==> src/rtl/uart_rx_axis_fifo.sv <==
// UART receiver (5..9 data bits, optional parity, 1/2 stop bits) feeding a
// first-word-fall-through FIFO with an AXI-Stream master output and per-word error flags.
module uart_rx_axis_fifo #(
    parameter int CLK_FREQ    = 100,
    parameter int BIT_RATE    = 115200,
    parameter int DATA_BITS   = 8,
    parameter int PARITY_BIT  = 0,
    parameter int STOP_BITS   = 1,
    parameter int FIFO_DEPTH  = 16,
    parameter int SYNC_STAGES = 2
) (
    input  logic                          aclk,
    input  logic                          aresetn,
    input  logic                          rx,
    output logic [DATA_BITS-1:0]          m_axis_tdata,
    output logic [2:0]                    m_axis_tuser,
    output logic                          m_axis_tvalid,
    input  logic                          m_axis_tready,
    output logic                          overrun,
    output logic [$clog2(FIFO_DEPTH):0]   fifo_count,
    output logic [2:0]                    dbg_state
);

    localparam int CPP  = CLK_FREQ * 1000000 / BIT_RATE;
    localparam int HALF = CPP / 2;
    localparam int CW   = (CPP > 1) ? $clog2(CPP) : 1;
    localparam int BW   = $clog2(DATA_BITS + 1);
    localparam int AW   = $clog2(FIFO_DEPTH);
    localparam int WW   = DATA_BITS + 3;

    localparam logic [2:0] S_IDLE      = 3'd0;
    localparam logic [2:0] S_START     = 3'd1;
    localparam logic [2:0] S_DATA      = 3'd2;
    localparam logic [2:0] S_PARITY    = 3'd3;
    localparam logic [2:0] S_STOP1     = 3'd4;
    localparam logic [2:0] S_STOP2     = 3'd5;
    localparam logic [2:0] S_WRITE     = 3'd6;
    localparam logic [2:0] S_WAIT_HIGH = 3'd7;

    // ---------------- rx synchroniser and edge detect ----------------
    logic [SYNC_STAGES-1:0] sync_q;
    logic                   rs;
    logic                   rs_d;
    logic                   fall;

    always_ff @(posedge aclk or negedge aresetn) begin
        if (!aresetn) begin
            sync_q <= '1;
            rs_d   <= 1'b1;
        end else begin
            sync_q <= {sync_q[SYNC_STAGES-2:0], rx};
            rs_d   <= rs;
        end
    end

    assign rs   = sync_q[SYNC_STAGES-1];
    assign fall = rs_d & ~rs;

    // ---------------- receive FSM ----------------
    logic [2:0]           state;
    logic [CW-1:0]        cnt;
    logic [BW-1:0]        bit_idx;
    logic [DATA_BITS-1:0] shreg;
    logic                 par_s;
    logic                 perr;
    logic                 ferr;
    logic                 brk;
    logic                 last_stop;
    logic                 wr_pend;
    logic [WW-1:0]        wr_word;
    logic                 tick;
    logic                 half_tick;

    assign tick      = (cnt == CW'(CPP - 1));
    assign half_tick = (cnt == CW'(HALF - 1));
    assign dbg_state = state;

    always_ff @(posedge aclk or negedge aresetn) begin
        if (!aresetn) begin
            state     <= S_IDLE;
            cnt       <= '0;
            bit_idx   <= '0;
            shreg     <= '0;
            par_s     <= 1'b0;
            perr      <= 1'b0;
            ferr      <= 1'b0;
            brk       <= 1'b0;
            last_stop <= 1'b1;
            wr_pend   <= 1'b0;
            wr_word   <= '0;
        end else begin
            wr_pend <= 1'b0;
            case (state)
                S_IDLE: begin
                    cnt     <= '0;
                    bit_idx <= '0;
                    par_s   <= 1'b0;
                    perr    <= 1'b0;
                    if (fall) state <= S_START;
                end
                S_START: begin
                    if (half_tick) begin
                        cnt   <= '0;
                        state <= rs ? S_IDLE : S_DATA;
                    end else begin
                        cnt <= cnt + CW'(1);
                    end
                end
                S_DATA: begin
                    if (tick) begin
                        cnt     <= '0;
                        shreg   <= {rs, shreg[DATA_BITS-1:1]};
                        bit_idx <= bit_idx + BW'(1);
                        if (bit_idx == BW'(DATA_BITS - 1))
                            state <= (PARITY_BIT != 0) ? S_PARITY : S_STOP1;
                    end else begin
                        cnt <= cnt + CW'(1);
                    end
                end
                S_PARITY: begin
                    if (tick) begin
                        cnt   <= '0;
                        par_s <= rs;
                        // odd parity wants an odd total of ones, even parity an even total
                        perr  <= ((^shreg) ^ rs) != (PARITY_BIT == 1);
                        state <= S_STOP1;
                    end else begin
                        cnt <= cnt + CW'(1);
                    end
                end
                S_STOP1: begin
                    if (tick) begin
                        cnt       <= '0;
                        ferr      <= ~rs;
                        brk       <= (shreg == '0) & ~par_s & ~rs;
                        last_stop <= rs;
                        state     <= (STOP_BITS == 2) ? S_STOP2 : S_WRITE;
                    end else begin
                        cnt <= cnt + CW'(1);
                    end
                end
                S_STOP2: begin
                    if (tick) begin
                        cnt       <= '0;
                        ferr      <= ferr | ~rs;
                        last_stop <= rs;
                        state     <= S_WRITE;
                    end else begin
                        cnt <= cnt + CW'(1);
                    end
                end
                S_WRITE: begin
                    wr_pend <= 1'b1;
                    wr_word <= {brk, ferr, perr, shreg};
                    state   <= last_stop ? S_IDLE : S_WAIT_HIGH;
                end
                S_WAIT_HIGH: begin
                    // a line held low must go high before a new start is accepted
                    if (rs) state <= S_IDLE;
                end
                default: state <= S_IDLE;
            endcase
        end
    end

    // ---------------- FWFT FIFO ----------------
    // Handshake: a beat transfers on a rising aclk edge where tvalid and tready are
    // both high; while tvalid is high and tready low, tdata/tuser hold their value.
    logic [WW-1:0] mem [FIFO_DEPTH];
    logic [AW-1:0] wp;
    logic [AW-1:0] rp;
    logic [AW:0]   count;
    logic          full;
    logic          pop;
    logic          push;
    logic [WW-1:0] head;

    assign full  = (count == (AW+1)'(FIFO_DEPTH));
    assign pop   = m_axis_tvalid & m_axis_tready;
    assign push  = wr_pend & (~full | pop);
    assign head  = mem[rp];

    always_ff @(posedge aclk or negedge aresetn) begin
        if (!aresetn) begin
            wp    <= '0;
            rp    <= '0;
            count <= '0;
        end else begin
            if (push) wp <= wp + AW'(1);
            if (pop)  rp <= rp + AW'(1);
            if (push && !pop)
                count <= count + (AW+1)'(1);
            else if (pop && !push)
                count <= count - (AW+1)'(1);
        end
    end

    always_ff @(posedge aclk) begin
        if (push) mem[wp] <= wr_word;
    end

    assign m_axis_tvalid = (count != '0);
    assign m_axis_tdata  = m_axis_tvalid ? head[DATA_BITS-1:0] : '0;
    assign m_axis_tuser  = m_axis_tvalid ? head[WW-1:DATA_BITS] : 3'b000;
    assign overrun       = wr_pend & full & ~pop;
    assign fifo_count    = count;

endmodule

==> config.mk <==
export PLATFORM = sky130hd
export DESIGN_NAME = uart_rx_axis_fifo
export DESIGN_NICKNAME = d
export VERILOG_FILES = /design/src/rtl/uart_rx_axis_fifo.sv
export SDC_FILE = /design/constraint.sdc
export NUM_CORES = 1
export LEC_CHECK = 0
export BUFFER_PORTS_ARGS = -buffer_cell sky130_fd_sc_hd__buf_2
export CORE_ASPECT_RATIO = 1.75
export CORE_UTILIZATION = 45
export DETAILED_ROUTE_END_ITERATION = 10
export PLACE_DENSITY = 0.67
export SKIP_CTS_REPAIR_TIMING = 1
export SLEW_MARGIN = 20
export SYNTH_ARGS = -nofsm -noshare
export SYNTH_HDL_FRONTEND = slang
export SYNTH_SLANG_ARGS = --single-unit
==> constraint.sdc <==
create_clock -name aclk -period 3.3 [get_ports aclk]
set_input_delay 0.165 -clock aclk [delete_from_list [all_inputs] [get_ports aclk]]
set_output_delay 0.165 -clock aclk [all_outputs]
set_load 0.01 [all_outputs]
# Word level (Yosys, flattened, before mapping)
# Memory sizes are Yosys's and may differ from the RTL's.
# Cells that the tools add are included.
# word_totals
out_inout_bits	21
mem_bits_rw	176
n_memories	1
regBits	58
latch_bits	0
rom_bits	0
word_cells	108
# memory_table
memory	depth	width	read_ports	rd_clocked_by_memory_dff	write_ports	line_no	rtl
mem	16	11	1	0	1	169	logic [WW-1:0] mem [FIFO_DEPTH];
# classes
div_mod_pow	0
reduce_logical	22
bitwise	14
n_lt_le_gt_ge	0
addsub	6
n_eq_ne	20
n_shift	0
n_mux	29
mul	0
# op_table
operator	count
10-bit case mux with 3 select lines	1
3-bit two-way mux	9
3-bit case mux with 7 select lines	1
10-bit two-way mux	2
2-bit != test, second input constant	8
4-bit by 1-bit adder with 4-bit output, second input constant	3
3-bit equality test, second input constant	4
10-bit by 1-bit adder with 10-bit output, second input constant	1
10-bit equality test, second input constant	1
10-bit by 9-bit equality test with 1-bit output, second input constant	1
5-bit two-way mux	2
2-bit AND reduction	5
8-bit zero test	1
8-bit two-way mux	1
4-bit case mux with 2 select lines	1
2-bit nonzero test	4
8-bit XOR reduction	1
1-bit bitwise AND	7
1-bit two-way mux	7
7-bit AND reduction	1
3-bit by 2-bit equality test with 1-bit output, second input constant	2
1-bit case mux with 2 select lines	3
5-bit by 1-bit adder with 5-bit output, second input constant	1
5-bit equality test, second input constant	1
17 further kinds	23

# Logic depth before layout (Yosys ltp)
# depth
depth_word	8
mapped_depth	12
depth_no_buf	12

# Least setup slack after synthesis
# No wires, ideal clock.
# synth_timing
path_kind	reg2reg
from	register count[1] (netlist: fifo_count[1])
to	register count[4] (netlist: fifo_count[4])
period_less_slack_ns	2.773
path_slack_ns	0.527
arrival_ns	2.694
stages_incl_launch_ff	13
cell_sequence	dfrtp_1 -> nor4_1 -> nand3b_1 -> nand2_1 -> clkinv_1 -> ha_1 -> inv_1 -> ha_1 -> nor2b_1 -> o21a_1 -> or3_1 -> a21oi_1 -> xor2_1
# synth_via
elab_chain_len	7
# synth_rtl
element	line_no	rtl
from (decl)	172	logic [AW:0] count;
from (signal assigned)	192	count <= count + (AW+1)'(1);
from (signal assigned)	194	count <= count - (AW+1)'(1);
5-bit nonzero test or 5-bit equality test (tied branches)	202, 178	
1-bit bitwise AND or 1-bit inverter (tied branches)	179, 180	
1-bit bitwise OR *	180	assign push = wr_pend & (~full | pop);
1-bit bitwise AND *	180	
named net push	175	logic push;
1-bit zero test	193	else if (pop && !push)
1-bit logical AND	193	
2-bit nonzero test (no line)	-	
# Mark *: on every way through the listed nets, which the timed path passes. The rest lies on a longest branch. The select of a mux whose other input is x is not followed.
# A chain may end at the register's enable or synchronous reset.

# Final worst setup path
# layout_timing
from	register count[1] (netlist: fifo_count[1])
to	register count[4] (netlist: fifo_count[4])
# layout_via
elab_chain_len	7
# layout_rtl
element	line_no
5-bit nonzero test or 5-bit equality test (tied branches)	202, 178
1-bit bitwise AND or 1-bit inverter (tied branches)	179, 180
1-bit bitwise OR	180
1-bit bitwise AND	180
1-bit zero test	193
1-bit logical AND	193
2-bit nonzero test (no line)	-
# Several ways; a longest one is shown, not always the timed one. The select of a mux whose other input is x is not followed.

==> impl_metrics.toml <==
[critical_path]
rr_startpoint = "fifo_count[1]"
crit_family = "simple AND/OR/NAND/NOR gates"
worstPathRequired_ns = 3.74
critPathMaxStageDelay_ns = 0.43
cp_num_cells = 11
critPathKind = "reg2reg"
critPathMaxFanout = 5
critical_path.most_common_cell = "ha_1"
critPathCaptureType = "flop"
cpMaxStageDelayCell = "dfrtp_1"
crit_chain = "nor4_2 > nand2b_1 > nand2_1 > ha_1 > inv_1 > ha_1 > nor2b_1 > o21a_1 > or3_1 > a21oi_1 > xor2_1"
setup.worst_path.start = "fifo_count[1]"
rr_endpoint = "fifo_count[4]"
crit_buf_inv = 1
start_kind = "flop"
rr_worst_depth = 11
r2r_slack_ns = 0.33
cp.arrival_ns = 3.40
setup.worst_path.end = "fifo_count[4]"

[final_layout]
areaGrowthSynthToFinish_pct = 11.4
final_layout_size_suffix_gt1_share_pct = 19.4
diodes = 0
nets = 636
fin_cells = 916

[synth]
yosysMostFrequentCell = "edfxtp_1"
seq_area_frac_synth_pct = 69.2
synth.area.top_cells = "edfxtp_1, dfrtp_1, mux4_2"
syn_avg_cell_area_um2 = 16.7
ys.flop_type = "edfxtp_1"
ys_ff_latch = 234
synthDistinctLibCells = 54
syn_inst = 584
netlist_area_um2 = 9750
ys.warnings.count = 0
synth-edff-count = 176
yosys.area.top_type = "edfxtp_1"
async_reset_ff_share_pct = 24.8
synth_common_cells = "edfxtp_1, dfrtp_1, mux4_2, nand2_1, o21ai_0"
post-synth-top-area-fraction_pct = 54.2
syn_nets = 606

[clock_tree]
cts_root_buffer = "clkbuf_16"
clock_latency_ns = 0.51
clockBufferDepth = 3
cts_buffers = 21
path_clk_slew_ns = 0.07
cts_tree = "built"
htree_levels = 1
clock_sinks = 234

[sta]
clock_skew_ns = 0.0316
slew_headroom_pct = 49.0
setup_viol = 0
fin_setup_tns_ns = 0
finalHoldViolCount = 0
worstMarginPinSlew_ns = 0.764
max_freq_mhz = 337
slew_viol_final = 0
period_minus_slack_ns = 2.97
finalCritPeriodShare_pct = 89.9
grt_setup_unrepaired = "no"

[placement]
placed_cells_incl_taps = 876
place_hpwl_um = 12300
portBuffers = 24
gp_congestion = 0.810

[run_status]
status = "finished clean"

[die]
coreArea_um2 = 21100
start_util_pct = 46.2
die_height_um = 197
die-area_um2 = 22300
io_pins = 25
die_w_um = 113
num_rows = 70

[global_route]
grt_overflow_total = 0
grt_pass1_vias = 5490
track_usage_pct = 17.7
grt_pass1_wl_um = 29900
antenna_found_initial = 0
grt_max_degree = 37

[pwr]
powerDensity_nw_per_um2 = 544
ir_drop_v = 0.000429
leakagePower_uw = 0.00428

[routing]
firstDrtPassIters = 5
drc = 0
final_antenna_net_count = 0
dr.first_iter.drc_count = 322
routed_wl_um = 18400
detail_route.wl_per_cell_um = 20.1
via_per_inst = 5.47
vias = 5007

[run]
cap_violations = 0

[worst_hold_path]
min_path_type = "in2async"
==> metrics by stage <==
step	area (µm²)	power, µW	setup WS [ns]	hold slack, ns	utilization (%)
after floorplan	9750	3550	0.527	-0.131	-
after global placement	10200	3620	0.364	0.258	48.2
after detailed placement	10200	3640	0.137	0.271	48.2
after CTS	10800	5950	0.113	-0.266	51.2
after global routing	10900	6090	0.164	0.294	51.4
final	10900	5910	0.335	0.253	51.4
==> cells by family (layout without fill, tap and decap cells) <==
family	after synthesis	after routing	share of synthesized area, %
DFF	234	234	69.2
and+or+nand+nor	117	117	6.73
AOI/OAI and AO/OA	73	73	4.74
muxes	71	71	13.0
buffers and inverters	51	95	2.16
xor gates and xnor gates	20	20	1.80
adders and majority gates	18	18	2.39
==> final cells by class <==
type	count	area [µm²]
fillers	1714	10300
flip-flops and latches	234	6740
multi-input cells	299	2800
clock buffers	27	558
well taps	288	360
repair buffers	33	208
inverters	25	93.8
clock inverters	10	88.8
==> power by group <==
part / switching [µW] / total [µW] / internal [µW]
sequential: 98.3 / 3280 / 3180
combinational: 168 / 294 / 126
clock: 1040 / 2330 / 1290
total: 1310 / 5910 / 4600
==> routing by layer <==
| metal | wire (µm) | part of all wire [%] | track usage, % | vias up |
|---|---|---|---|---|
| li1 | - | - | - | 2297 |
| met1 | 6880 | 37 | 19.9 | 2598 |
| met2 | 10500 | 57 | 34.2 | 79 |
| met3 | 554 | 3.0 | 2.03 | 33 |
| met4 | 458 | 2.5 | 5.56 | 0 |
| met5 | 0 | 0 | 0 | - |
==> worst min path at each step <==
stage	endpoint	slack [ns]
final	shreg[7]	0.25
after detailed placement	bit_idx[2]	0.27
after CTS	wr_word[9]	-0.27
after global routing	sync_q[0]	0.29
after floorplan	bit_idx[0]	-0.13
after global placement	bit_idx[0]	0.26
==> cell usage in the layout (no fill, tap or decap), types with 7 or more instances in the layout <==
cell type / n
xnor2_1: 15
clkbuf_16: 21
inv_1: 24
nand2b_1: 7
and3_1: 14
o21ai_0: 30
ha_1: 17
dfrtp_1: 52
mux2i_1: 24
o22ai_1: 16
mux4_2: 44
and2_1: 10
nand2_1: 43
nor2_1: 11
buf_2: 24
a31oi_1: 9
edfxtp_1: 176
a21oi_1: 7
==> registers in the layout, summed over array words and instances, names as in the netlist <==
register	count
bit_idx	4
brk	1
cnt	10
dbg_state	3
ferr	1
fifo_count	5
last_stop	1
mem	176
par_s	1
perr	1
rp	4
rs_d	1
shreg	8
sync_q	2
wp	4
wr_pend	1
wr_word	11
(Power assumes the default switching activity.)
